===== src/rtl/serial_pkg.sv =====
// serial_pkg
//   Shared definitions for the bit-serial subtractor: the FSM state
//   encoding and the default operand width.
package serial_pkg;

    localparam int DEFAULT_W = 8;

    typedef enum logic [1:0] {
        IDLE = 2'd0,
        RUN  = 2'd1,
        DONE = 2'd2
    } state_t;

endpackage


===== src/rtl/full_sub.sv =====
// full_sub
//   One-bit full subtractor built from gate primitives.
//   Computes x - y - bin.
// Ports
//   x    : minuend bit
//   y    : subtrahend bit
//   bin  : borrow in
//   d    : difference bit, x ^ y ^ bin
//   bout : borrow out, (~x & y) | (~(x ^ y) & bin)
module full_sub (
    input  logic x,
    input  logic y,
    input  logic bin,
    output logic d,
    output logic bout
);

    logic x_xor_y;
    logic x_xnor_y;
    logic x_n;
    logic term_xy;
    logic term_bin;

    xor g_xy   (x_xor_y, x, y);
    xor g_d    (d, x_xor_y, bin);
    not g_xn   (x_n, x);
    not g_xnor (x_xnor_y, x_xor_y);
    and g_t0   (term_xy, x_n, y);
    and g_t1   (term_bin, x_xnor_y, bin);
    or  g_bout (bout, term_xy, term_bin);

endmodule


===== src/rtl/serial_sub.sv =====
// serial_sub
//   Bit-serial subtractor: computes a - b one bit per clock, LSB first,
//   through a single full_sub stage.
//   Timeline: the edge that accepts start loads the operands, W RUN cycles
//   each retire one bit, and the DONE cycle publishes the result, so done
//   rises W+1 cycles after the accepting edge. busy covers RUN and DONE.
// Ports
//   clk    : clock, rising edge
//   rst_n  : synchronous active-low reset
//   start  : begin a subtraction (accepted only when idle)
//   a, b   : operands, sampled only on the accepting edge
//   busy   : high while an operation is in progress
//   done   : one-cycle pulse when diff/borrow/ovf are updated
//   diff   : a - b mod 2^W, held until the next result
//   borrow : 1 when unsigned a < b
//   ovf    : two's-complement overflow of a - b
module serial_sub
    import serial_pkg::*;
#(
    parameter int W = DEFAULT_W
) (
    input  logic         clk,
    input  logic         rst_n,
    input  logic         start,
    input  logic [W-1:0] a,
    input  logic [W-1:0] b,
    output logic         busy,
    output logic         done,
    output logic [W-1:0] diff,
    output logic         borrow,
    output logic         ovf
);

    // One extra bit so the counter can represent W without wrapping.
    localparam int CNT_W = $clog2(W) + 1;
    localparam logic [CNT_W-1:0] LAST_BIT = CNT_W'(W - 1);

    state_t           state_reg;
    logic [W-1:0]     a_sh_reg;
    logic [W-1:0]     b_sh_reg;
    logic [W-1:0]     res_sh_reg;
    logic             bor_reg;
    logic [CNT_W-1:0] cnt_reg;
    // Operand sign bits are shifted out during RUN, so keep them for ovf.
    logic             a_msb_reg;
    logic             b_msb_reg;

    logic             busy_reg;
    logic             done_reg;
    logic [W-1:0]     diff_reg;
    logic             borrow_reg;
    logic             ovf_reg;

    logic             bit_d;
    logic             bit_bout;

    full_sub u_full_sub (
        .x    (a_sh_reg[0]),
        .y    (b_sh_reg[0]),
        .bin  (bor_reg),
        .d    (bit_d),
        .bout (bit_bout)
    );

    always_ff @(posedge clk) begin
        if (!rst_n) begin
            state_reg  <= IDLE;
            a_sh_reg   <= '0;
            b_sh_reg   <= '0;
            res_sh_reg <= '0;
            bor_reg    <= 1'b0;
            cnt_reg    <= '0;
            a_msb_reg  <= 1'b0;
            b_msb_reg  <= 1'b0;
            busy_reg   <= 1'b0;
            done_reg   <= 1'b0;
            diff_reg   <= '0;
            borrow_reg <= 1'b0;
            ovf_reg    <= 1'b0;
        end else begin
            done_reg <= 1'b0;
            case (state_reg)
                IDLE: begin
                    if (start) begin
                        a_sh_reg  <= a;
                        b_sh_reg  <= b;
                        a_msb_reg <= a[W-1];
                        b_msb_reg <= b[W-1];
                        bor_reg   <= 1'b0;
                        cnt_reg   <= '0;
                        busy_reg  <= 1'b1;
                        state_reg <= RUN;
                    end
                end
                RUN: begin
                    // Consume the LSBs; the difference bit enters at the
                    // top so after W shifts the result is LSB-aligned.
                    a_sh_reg   <= {1'b0, a_sh_reg[W-1:1]};
                    b_sh_reg   <= {1'b0, b_sh_reg[W-1:1]};
                    res_sh_reg <= {bit_d, res_sh_reg[W-1:1]};
                    bor_reg    <= bit_bout;
                    cnt_reg    <= cnt_reg + 1'b1;
                    if (cnt_reg == LAST_BIT) begin
                        state_reg <= DONE;
                    end
                end
                DONE: begin
                    done_reg   <= 1'b1;
                    diff_reg   <= res_sh_reg;
                    borrow_reg <= bor_reg;
                    ovf_reg    <= (a_msb_reg != b_msb_reg) &&
                                  (res_sh_reg[W-1] != a_msb_reg);
                    busy_reg   <= 1'b0;
                    state_reg  <= IDLE;
                end
                default: begin
                    busy_reg  <= 1'b0;
                    state_reg <= IDLE;
                end
            endcase
        end
    end

    assign busy   = busy_reg;
    assign done   = done_reg;
    assign diff   = diff_reg;
    assign borrow = borrow_reg;
    assign ovf    = ovf_reg;

endmodule


===== config.mk =====
export PLATFORM = sky130hd
export DESIGN_NAME = serial_sub
export DESIGN_NICKNAME = d
export VERILOG_FILES = /design/src/rtl/serial_pkg.sv /design/src/rtl/full_sub.sv /design/src/rtl/serial_sub.sv
export SDC_FILE = /design/constraint.sdc
export NUM_CORES = 1
export LEC_CHECK = 0
export CAP_MARGIN = 20
export CORE_MARGIN = 2
export CORE_UTILIZATION = 49
export CTS_BUF_LIST = sky130_fd_sc_hd__clkbuf_4
export DETAILED_ROUTE_END_ITERATION = 6
export PLACE_DENSITY = 0.86
export SYNTH_ARGS = -nofsm -noshare
export SYNTH_HDL_FRONTEND = slang
export SYNTH_SLANG_ARGS = --single-unit

===== constraint.sdc =====
create_clock -name clk -period 1.2 [get_ports clk]
set_input_delay 0.24 -clock clk [delete_from_list [all_inputs] [get_ports clk]]
set_output_delay 0.24 -clock clk [all_outputs]
set_load 0.02 [all_outputs]

==> impl_metrics.json <==
{
  "ys_ff_latch": 45,
  "hp-class": "in2reg",
  "synth_top_family_by_area": "compound AO/OA/AOI/OAI gates",
  "timing.final.crit_share": 0.9522,
  "clockBufferDepth": 2,
  "fin_crit_ns": 1.143,
  "grt_usage": 0.2065,
  "async_reset_ff_frac": 0,
  "drt_iter0_drc": 52,
  "fmax_mhz": 875.1,
  "crit_path_max_fanout": 8,
  "drtPass1Iterations": 4,
  "synthMuxAreaShare": 0,
  "die_w_um": 65.04,
  "critPathKind": "reg2reg",
  "syn_area_sq_um": 1826,
  "postSynthAreaPerCell_sq_um": 8.451,
  "place_congestion": 0.8196,
  "rsz0062_at_grt": "true",
  "gr-total-overflow": 0,
  "area_delta_synth_final_pct": 28.58,
  "synth_flop_cell": "dfxtp_1",
  "worst_slack_ns": 0.05731,
  "clkLatencyLatePin_ns": 0.35,
  "fin_skew_ns": 0.01137,
  "cap_violations": 0,
  "synth_xor_area_frac": 0,
  "diodes": 0,
  "clk_pin_slew_worst_paths_ns": 0.13,
  "nFillCells": 316,
  "crit_arrival_ns": 1.40,
  "finalHoldViolCount": 0,
  "setup_viol": 0,
  "nets": 279,
  "worstSetupStartpointType": "flip-flop",
  "crit_path_end_kind": "flip-flop",
  "synth_area_leaders": "dfxtp_1 (49%), nand2_1 (12%), a21oi_1 (8.5%)",
  "drc": 0,
  "pin_count": 31,
  "status": "finished clean",
  "slew_headroom": 0.8456,
  "grt_pass1_vias": 1539,
  "synth_largest_area_cell": "dfxtp_1",
  "yosysUniqueCellTypes": 32,
  "fin_tns_setup_ns": 0,
  "p_leak_nw": 0.9587,
  "cts_tree": "yes",
  "numClockSinks": 45,
  "ctsHoldBuffers": 0,
  "regToRegSetupSlack_ns": 0.06,
  "synth_compound_area_frac": 0.2522,
  "peakVddDrop_mv": 0.8633,
  "yosysWarnings": 0,
  "synth_fp_nets": 237,
  "synth_fa_ha_area_frac": 0.01782,
  "dp_hpwl_mm": 2.691,
  "drv_slew": 0,
  "grt_max_degree": 18,
  "drtAntennaViolNets": 0,
  "vias_per_cell": 5.111,
  "ys_seq_area_frac": 0.4935,
  "powerDensity_nw_per_um2": 1265,
  "start_util": 0.5024,
  "die_h_um": 65.04,
  "synth_edf_count": 0,
  "placementRows": 22,
  "yosys.area_share.simple": 0.1844,
  "layout-drive-gt1-share": 0.2008,
  "dr_total_vias": 1569,
  "wl_mm": 3.788,
  "cts_root_buf": "clkbuf_4",
  "syn-instance-count": 216,
  "io_buffers": 30,
  "cts-buffers-inserted": 5,
  "die_area_sq_um": 4230,
  "tightestPinTransition_ns": 0.2316,
  "antenna_found_initial": 0,
  "htree_levels": 2,
  "preCtsSetupSlack_ns": -0.3863,
  "grt_pass1_wl_mm": 6.720,
  "avgRoutedWirePerCell_um": 12.34,
  "design.core.area_sq_um": 3633,
  "worstPathRequired_ns": 1.46,
  "instances_no_fill": 307,
  "dp.cells": 298,
  "synth_top_area_share": 0.4935
}
## logic make-up (layout without fill, tap and decap cells)
group	count (synthesis)	count (layout)
AND/OR/NAND/NOR	76	76
AO/OA/AOI/OAI	75	75
flip-flops	45	45
buffers and inverters	18	61
adder cells (fa/ha/maj)	2	2
## cells in the final DEF, fill, tap and decap left out, types with 2 or more instances in the layout
cell type	instances
buf_4	15
dfxtp_1	42
and3b_1	2
nand2_1	58
buf_6	3
nand3_1	4
a21oi_1	30
dfxtp_4	2
clkbuf_4	6
o211a_1	2
a21boi_0	8
o21ai_0	13
buf_2	12
a31oi_1	2
inv_1	2
clkdlybuf4s50_1	18
a21boi_1	13
nor2b_1	2
## worst paths after layout
kind                            cells past startpoint         start     endpoint
worst min register to register                      2       diff[6]      diff[6]
worst min-delay path                                3          b[3]  b_sh_reg[3]
worst max register to register                      4  state_reg[0]  a_sh_reg[0]
worst max-delay path                                4  state_reg[0]  a_sh_reg[0]
## where the power goes
part / internal (mW) / switching (mW)
clock: 0.467 / 0.483
sequential: 1.56 / 0.0466
combinational: 0.217 / 0.194
## final cells by class
class                   count  area [sq um]  area share
repair buffers             50         421.7      0.1796
clock inverters             2         38.79     0.01652
multi-input cells         153         860.8      0.3667
flip-flops and latches     45         909.6      0.3875
well taps                  48         60.06     0.02559
inverters                   3         11.26    0.004797
clock buffers               6         45.04     0.01919
## Yosys cell counts (3+ instances only)
| library cell | n |
|---|---|
| nand2_1 | 58 |
| buf_2 | 6 |
| dfxtp_1 | 45 |
| a21oi_1 | 31 |
| inv_1 | 3 |
| nand3_1 | 4 |
| buf_4 | 3 |
| o21ai_0 | 14 |
| a21boi_0 | 15 |
| a21boi_1 | 6 |
| clkbuf_1 | 4 |
## worst max-delay path: stages (launching register included)
cell and delay [ns]:
dfxtp_4 0.42, buf_4 0.13, o21bai_4 0.08, buf_6 0.14, a221oi_1 0.28
## timing repair
action                                  CTS  global route
setup buffers                             0             1
pin swaps                                 0             0
endpoints found under the setup margin   47            30
resized for setup                        53            23
## stage by stage
stage,power (mW),hold WS (ns),util,cell area [sq um]
finish,2.969,0.4244,0.6460,2347
global route,3.126,0.4197,0.6460,2347
CTS,2.964,0.4132,0.6326,2298
detailed placement,2.017,0.4572,0.6212,2257
global placement,2.005,0.4490,0.6212,2257
floorplan,1.847,0.3741,-,1826
## routing by layer
layer / share of wire / vias up / GRT usage
li1: - / 815 / -
met1: 0.46 / 715 / 0.2459
met2: 0.48 / 35 / 0.3557
met3: 0.045 / 4 / 0.05382
met4: 0.014 / 0 / 0.07813
met5: 0 / - / 0
(Power assumes the default switching activity.)
